$ cat config.mk
export PLATFORM = sky130hd
export DESIGN_NAME = add_operand_pairer_flat
export DESIGN_NICKNAME = d
export VERILOG_FILES = /design/src/rtl/add_operand_pairer_pkg.sv /design/src/rtl/add_operand_pairer_if.sv /design/src/rtl/add_operand_pairer_fifo.sv /design/src/rtl/add_operand_pairer.sv /design/src/flat_wrapper.sv
export SDC_FILE = /design/constraint.sdc
export NUM_CORES = 1
export LEC_CHECK = 0
export CAP_MARGIN = 40
export CORE_UTILIZATION = 35
export DETAILED_ROUTE_END_ITERATION = 10
export PLACE_DENSITY = 0.59
export SKIP_CTS_REPAIR_TIMING = 1
export SKIP_LAST_GASP = 1
export SYNTH_ARGS = -nofsm -noshare
export SYNTH_HDL_FRONTEND = slang
export SYNTH_SLANG_ARGS = --single-unit
$ cat constraint.sdc
create_clock -name clk -period 3.23 [get_ports clk]
set_clock_uncertainty 0.2 [all_clocks]
set_input_delay 0.8075 -clock clk [delete_from_list [all_inputs] [get_ports clk]]
set_output_delay 0.8075 -clock clk [all_outputs]
set_load 0.01 [all_outputs]
$ cat src/rtl/add_operand_pairer_pkg.sv
// Shared types and defaults for the adder operand pairer: FSM state enum, default geometry,
// and the FIFO occupancy-counter width helper.
package add_pairer_pkg;

    localparam int DEF_DATA_W  = 32;
    localparam int DEF_ADD_LAT = 2;
    localparam int DEF_DEPTH   = 4;

    typedef enum logic {
        EMPTY  = 1'b0,
        HAVE_X = 1'b1
    } pair_state_e;

    // Counter must represent 0..depth inclusive.
    function automatic int cnt_w(input int depth);
        return $clog2(depth + 1);
    endfunction

endpackage

$ cat src/rtl/add_operand_pairer_if.sv
// Signal bundle between stream source, pairer, adder and sink.
// The slave modport is the pairer side; the master modport is its environment.
interface add_operand_pairer_if
    import add_pairer_pkg::*;
#(
    parameter int DATA_W = DEF_DATA_W
) ();
    logic [DATA_W-1:0] in_data;
    logic              in_valid;
    logic              in_ready;
    logic [DATA_W-1:0] add_x;
    logic [DATA_W-1:0] add_y;
    logic [DATA_W-1:0] add_sum;
    logic [DATA_W-1:0] out_data;
    logic              out_valid;
    logic              out_ready;

    modport slave (
        input  in_data, in_valid, add_sum, out_ready,
        output in_ready, add_x, add_y, out_data, out_valid
    );

    modport master (
        output in_data, in_valid, add_sum, out_ready,
        input  in_ready, add_x, add_y, out_data, out_valid
    );
endinterface

$ cat src/rtl/add_operand_pairer_fifo.sv
// Order-preserving register-array FIFO; head visible combinationally from storage, push lands next cycle.
// No internal backpressure: the caller guarantees a slot for every push, and push+pop when full is legal.
module add_pairer_fifo
    import add_pairer_pkg::*;
#(
    parameter int DATA_W = DEF_DATA_W,
    parameter int DEPTH  = DEF_DEPTH
) (
    input  logic                       clk,
    input  logic                       rst_n,
    input  logic                       push_vld,
    input  logic [DATA_W-1:0]          push_dat,
    input  logic                       pop,
    output logic [DATA_W-1:0]          head_dat,
    output logic [cnt_w(DEPTH)-1:0]    count
);
    localparam int CNT_W = cnt_w(DEPTH);
    localparam int PTR_W = (DEPTH > 1) ? $clog2(DEPTH) : 1;

    logic [DATA_W-1:0] mem_q [DEPTH];
    logic [DATA_W-1:0] mem_d [DEPTH];
    logic [PTR_W-1:0]  wr_ptr_q, wr_ptr_d;
    logic [PTR_W-1:0]  rd_ptr_q, rd_ptr_d;
    logic [CNT_W-1:0]  count_q, count_d;

    function automatic logic [PTR_W-1:0] next_ptr(input logic [PTR_W-1:0] p);
        return (p == PTR_W'(DEPTH - 1)) ? '0 : p + 1'b1;
    endfunction

    always_comb begin
        mem_d    = mem_q;
        wr_ptr_d = wr_ptr_q;
        rd_ptr_d = rd_ptr_q;
        if (push_vld) begin
            mem_d[wr_ptr_q] = push_dat;
            wr_ptr_d        = next_ptr(wr_ptr_q);
        end
        if (pop) begin
            rd_ptr_d = next_ptr(rd_ptr_q);
        end
        count_d = count_q + CNT_W'(push_vld) - CNT_W'(pop);
    end

    always_ff @(posedge clk) begin
        if (!rst_n) begin
            for (int i = 0; i < DEPTH; i++) begin
                mem_q[i] <= '0;
            end
            wr_ptr_q <= '0;
            rd_ptr_q <= '0;
            count_q  <= '0;
        end else begin
            mem_q    <= mem_d;
            wr_ptr_q <= wr_ptr_d;
            rd_ptr_q <= rd_ptr_d;
            count_q  <= count_d;
        end
    end

    assign head_dat = mem_q[rd_ptr_q];
    assign count    = count_q;

    a_no_overflow: assert property (@(posedge clk) disable iff (!rst_n)
        !(push_vld && !pop && count_q == CNT_W'(DEPTH)));
    a_no_underflow: assert property (@(posedge clk) disable iff (!rst_n)
        !(pop && count_q == '0));

endmodule

$ cat src/rtl/add_operand_pairer.sv
// Pairs stream words into (x,y) for a non-stallable ADD_LAT adder; sum appears on out_* ADD_LAT+2 cycles after the 2nd word.
// in_ready on the pairing word waits for a reserved FIFO slot (credit); ADD_PAIRER_COUNT_EN adds pair_count.
module add_operand_pairer
    import add_pairer_pkg::*;
#(
    parameter int DATA_W  = DEF_DATA_W,
    parameter int ADD_LAT = DEF_ADD_LAT,
    parameter int DEPTH   = DEF_DEPTH
) (
    input  logic                clk,
    input  logic                rst_n,
    add_operand_pairer_if.slave bus
`ifdef ADD_PAIRER_COUNT_EN
    ,
    output logic [15:0]         pair_count
`endif
);
    localparam int CNT_W = cnt_w(DEPTH);
    localparam int OUT_W = $clog2(DEPTH + ADD_LAT + 2);

    pair_state_e       state_q, state_d;
    logic [DATA_W-1:0] x_hold_q, x_hold_d;
    logic [DATA_W-1:0] add_x_q, add_x_d;
    logic [DATA_W-1:0] add_y_q, add_y_d;
    logic              issue_q, issue_d;
    logic [ADD_LAT-1:0] vpipe_q, vpipe_d;

    logic [CNT_W-1:0]  fifo_count;
    logic [OUT_W-1:0]  outstanding;
    logic [DATA_W-1:0] head_dat;
    logic              credit_ok;
    logic              in_rdy;
    logic              accept;
    logic              push;
    logic              pop;
    logic              out_vld;

    // Every sum already committed (queued, issuing, or inside the adder) holds a slot.
    always_comb begin
        outstanding = OUT_W'(fifo_count) + OUT_W'(issue_q);
        for (int i = 0; i < ADD_LAT; i++) begin
            outstanding = outstanding + OUT_W'(vpipe_q[i]);
        end
    end

    assign credit_ok = outstanding < OUT_W'(DEPTH);
    assign in_rdy    = rst_n & ((state_q == EMPTY) | credit_ok);
    assign accept    = bus.in_valid & in_rdy;

    always_comb begin
        state_d  = state_q;
        x_hold_d = x_hold_q;
        add_x_d  = add_x_q;
        add_y_d  = add_y_q;
        issue_d  = 1'b0;
        if (accept) begin
            case (state_q)
                EMPTY: begin
                    x_hold_d = bus.in_data;
                    state_d  = HAVE_X;
                end
                HAVE_X: begin
                    add_x_d = x_hold_q;
                    add_y_d = bus.in_data;
                    issue_d = 1'b1;
                    state_d = EMPTY;
                end
                default: state_d = EMPTY;
            endcase
        end
        vpipe_d = (vpipe_q << 1) | ADD_LAT'(issue_q);
    end

    always_ff @(posedge clk) begin
        if (!rst_n) begin
            state_q  <= EMPTY;
            x_hold_q <= '0;
            add_x_q  <= '0;
            add_y_q  <= '0;
            issue_q  <= 1'b0;
            vpipe_q  <= '0;
        end else begin
            state_q  <= state_d;
            x_hold_q <= x_hold_d;
            add_x_q  <= add_x_d;
            add_y_q  <= add_y_d;
            issue_q  <= issue_d;
            vpipe_q  <= vpipe_d;
        end
    end

    // The pipe tail marks the cycle add_sum carries the sum of a live pair.
    assign push    = vpipe_q[ADD_LAT-1];
    assign out_vld = (fifo_count != '0);
    assign pop     = out_vld & bus.out_ready;

    add_pairer_fifo #(
        .DATA_W (DATA_W),
        .DEPTH  (DEPTH)
    ) u_fifo (
        .clk      (clk),
        .rst_n    (rst_n),
        .push_vld (push),
        .push_dat (bus.add_sum),
        .pop      (pop),
        .head_dat (head_dat),
        .count    (fifo_count)
    );

    assign bus.in_ready  = in_rdy;
    assign bus.add_x     = add_x_q;
    assign bus.add_y     = add_y_q;
    assign bus.out_data  = head_dat;
    assign bus.out_valid = out_vld;

`ifdef ADD_PAIRER_COUNT_EN
    logic [15:0] pair_count_q, pair_count_d;

    assign pair_count_d = pair_count_q + 16'(issue_q);

    always_ff @(posedge clk) begin
        if (!rst_n) begin
            pair_count_q <= '0;
        end else begin
            pair_count_q <= pair_count_d;
        end
    end

    assign pair_count = pair_count_q;
`endif

endmodule
$ cat src/flat_wrapper.sv
// flat-port wrapper written by rule: the top's interface ports become plain ports
module add_operand_pairer_flat import add_pairer_pkg::*;
#(
    parameter int DATA_W  = DEF_DATA_W,
    parameter int ADD_LAT = DEF_ADD_LAT,
    parameter int DEPTH   = DEF_DEPTH
)
  (clk, rst_n, bus_in_data, bus_in_valid, bus_add_sum, bus_out_ready, bus_in_ready, bus_add_x, bus_add_y, bus_out_data, bus_out_valid);
  add_operand_pairer_if #(.DATA_W(DATA_W)) bus_i ();
  input  logic clk;
  input  logic rst_n;
  input wire logic [$bits(bus_i.in_data)-1:0] bus_in_data;
  input wire logic [$bits(bus_i.in_valid)-1:0] bus_in_valid;
  input wire logic [$bits(bus_i.add_sum)-1:0] bus_add_sum;
  input wire logic [$bits(bus_i.out_ready)-1:0] bus_out_ready;
  output wire logic [$bits(bus_i.in_ready)-1:0] bus_in_ready;
  output wire logic [$bits(bus_i.add_x)-1:0] bus_add_x;
  output wire logic [$bits(bus_i.add_y)-1:0] bus_add_y;
  output wire logic [$bits(bus_i.out_data)-1:0] bus_out_data;
  output wire logic [$bits(bus_i.out_valid)-1:0] bus_out_valid;
  assign bus_i.in_data = bus_in_data;
  assign bus_i.in_valid = bus_in_valid;
  assign bus_i.add_sum = bus_add_sum;
  assign bus_i.out_ready = bus_out_ready;
  assign bus_in_ready = bus_i.in_ready;
  assign bus_add_x = bus_i.add_x;
  assign bus_add_y = bus_i.add_y;
  assign bus_out_data = bus_i.out_data;
  assign bus_out_valid = bus_i.out_valid;
  add_operand_pairer #(.DATA_W(DATA_W), .ADD_LAT(ADD_LAT), .DEPTH(DEPTH)) u_core (.clk(clk), .rst_n(rst_n), .bus(bus_i));
endmodule
==> results.toml <==
[critical_path]
path_cells = "fa_2 -> ha_4 -> a311o_1 -> and3_4 -> a21boi_2 -> buf_2"
cp_slowest_cell = "fa_2"
path_buf_inv = 1
arrival_ps = 2290
timing.rr.end = "u_core.bus.add_y[11]"
start_kind = "register"
cp-end-kind = "output pin"
r2r_setup_slack_ps = 650
path_delay_family = "adder cells"
timing.rr.start = "u_core.issue_q"
path_class = "reg -> out"
critical_path.max_fanout = 2
crit_required_ps = 2220
cp_slowest_stage_delay_ps = 400
r2r_cells = 6

[global_route]
antenna_found_initial = 0
grtUsageTotal = 0.1688
grt_max_degree = 198
grt_pass1_wl_um = 38940
grt_overflow = 0
grt_pass1_vias = 7481

[synthesis]
synth_cells = 1080
synth-seq-cells = 235
synth_nets = 1158
synth_top_family_by_area = "simple AND/OR/NAND/NOR gates"
synth_ff_type = "dfxtp_1"
ys_types = 28
synthAdderAreaFrac = 0.01431
syn_area_um2 = 9791
synth_simple_gate_area_share = 0.1880
ys_warn_count = 0
postSynthAreaPerCell_um2 = 9.065
synth-edff-count = 0
ys_seq_area_frac = 0.4805
synth_xor_area_frac = 0.001789
muxShareOfSynthArea = 0.1411
synth_compound_area_frac = 0.1283
async_flop_share = 0

[die]
core-area_um2 = 27180
start_util = 0.3603
num_rows = 60
die_x_um = 169.3
io_pins = 166
die_area_um2 = 28650
die_h_um = 169.3

[power_and_ir_drop]
p_per_area_nw_per_um2 = 546.8
p_leak_nw = 4.295
p_sw_mw = 1.677
pwr-share-clk = 0.431
seqPwrFrac = 0.439
combPwrFrac = 0.130
p_int_mw = 5.282
vdd_drop_max_uv = 349.1
p_sw_frac = 0.2410

[layout]
final_cell_mix = "453 x nand2_1, 233 x dfxtp_1, 163 x clkdlybuf4s50_1, 161 x a21boi_0, 66 x mux2i_1"
num_antenna_cells = 0
nNetsFinal = 1296
syn_to_final_growth_pct = 29.98
drive_gt1_frac = 0.09297
mostFrequentLayoutCell = "nand2_1"
final-instance-count-excl-fill = 1609

[routing]
first_pass_iters = 4
detail_route.vias_per_cell = 4.684
num_vias = 7537
drt-initial-drc-count = 424
wire_per_inst_um = 15.00
drcViolationCount = 0
ant_nets = 0
finalWirelength_um = 24130

[hold_path]
holdPathStages = 2
hold_path_class = "reg -> reg"
holdPathEnd = "u_core.bus.add_x[4]"
min_from = "u_core.bus.add_x[4]"

[timing]
rsz0062_at_grt = "yes"
worst_slack_ps = -64.94
finalHoldViolations = 0
min_period_ps = 3295
max_freq_mhz = 303.5
fin_crit_sh = 1.020
finalSetupTns_ps = -64.94
slew_viol_final = 0
setup_viol_count_final = 1
worst_pin_slew_ps = 820.2
timing.slew.headroom = 0.4512

[place]
io_buffers = 165
post-place-cells = 1559
dp_hpwl_um = 14330
gp_congestion = 0.7199

[flow_run]
cap_violations = 0

[clock_network]
cts-root-buf = "clkbuf_16"
cts_buffer_depth = 3
clk_pin_slew_ps = 60
clk_latency_ps = 520
cts_tree = "built"
htree_levels = 1
numCtsBuffers = 27
cts.sink_count = 235

[outcome]
status = "finished, violations left"
violations = "setup timing"
## cell type report
cell class	instances	area, um^2
fillers	2708	14450
repair buffers	193	1962
well taps	372	465.4
clock buffers	41	818.3
multi-input cells	754	4676
clock inverters	7	68.82
flip-flops and latches	235	4710
inverters	7	26.28
## power by group through the flow
stage	logic (mW)	clock network (mW)	registers, mW
after global routing	0.984	3.20	3.07
after floorplan	0.519	0	3.12
after CTS	0.890	3.09	3.06
after global placement	0.885	0	3.12
final	0.902	3.00	3.06
after detailed placement	0.887	0	3.12
## sequential cells by signal, indices dropped and copies added (netlist names)
register,flops
u_core.state_q,1
u_core.issue_q,1
u_core.u_fifo.wr_ptr_q,2
u_core.u_fifo.count,3
u_core.u_fifo.rd_ptr_q,2
u_core.u_fifo.mem_q,128
u_core.bus.add_y,32
u_core.vpipe_q,2
u_core.x_hold_q,32
u_core.bus.add_x,32
## how the worst max path moves through the flow
stage	start	to	cells after the start
floorplan	u_core.u_fifo.count[0]	bus_in_ready	5
global placement	u_core.u_fifo.count[0]	bus_in_ready	6
detailed placement	u_core.u_fifo.count[0]	bus_in_ready	6
CTS	u_core.u_fifo.count[0]	bus_in_ready	6
global route	u_core.issue_q	bus_in_ready	6
finish	u_core.issue_q	bus_in_ready	6
## kinds of logic after synthesis
group / count (synthesis)
AND/OR/NAND/NOR: 477
AO/OA/AOI/OAI: 167
adder cells (fa/ha/maj): 10
XOR/XNOR: 2
flip-flops: 235
multiplexers: 98
buffers and inverters: 91
## stage by stage
stage | hold WS (ps) | area [um^2] | utilization | setup WS [ps] | total power, mW
6_report | 253.6 | 12730 | 0.4683 | -64.94 | 6.959
5_1_grt | 272.9 | 12730 | 0.4683 | -135.6 | 7.255
4_1_cts | 258.7 | 12680 | 0.4668 | -746.7 | 7.044
3_5_place_dp | 246.3 | 11800 | 0.4341 | -172.0 | 4.010
3_3_place_gp | 240.8 | 11780 | 0.4334 | -132.7 | 4.007
2_1_floorplan | 238.3 | 9791 | - | 335.1 | 3.636
## tightest hold or removal path, cell delays in order, from the launching register on
cell and delay [ps]:
dfxtp_1 310, nand2_1 50, mux2i_1 50
## synthesized netlist by cell type (all sizes together), types with 4 or more instances
| cell type | number | share of area |
|---|---|---|
| mux2i | 66 | 0.067 |
| ha | 8 | 0.010 |
| and2 | 9 | 0.0058 |
| a21boi | 162 | 0.12 |
| buf | 20 | 0.019 |
| clkbuf | 64 | 0.025 |
| nand2 | 455 | 0.17 |
| nor2b | 4 | 0.0026 |
| inv | 7 | 0.0027 |
| mux4 | 32 | 0.074 |
| dfxtp | 235 | 0.48 |
## per-layer routing
layer	vias up	part of all wire	global-route usage
li1	3815	-	-
met1	3525	0.45	0.2130
met2	171	0.45	0.2793
met3	26	0.076	0.05387
met4	0	0.021	0.04034
met5	-	0	0
Power figures use the tool's default switching activity.
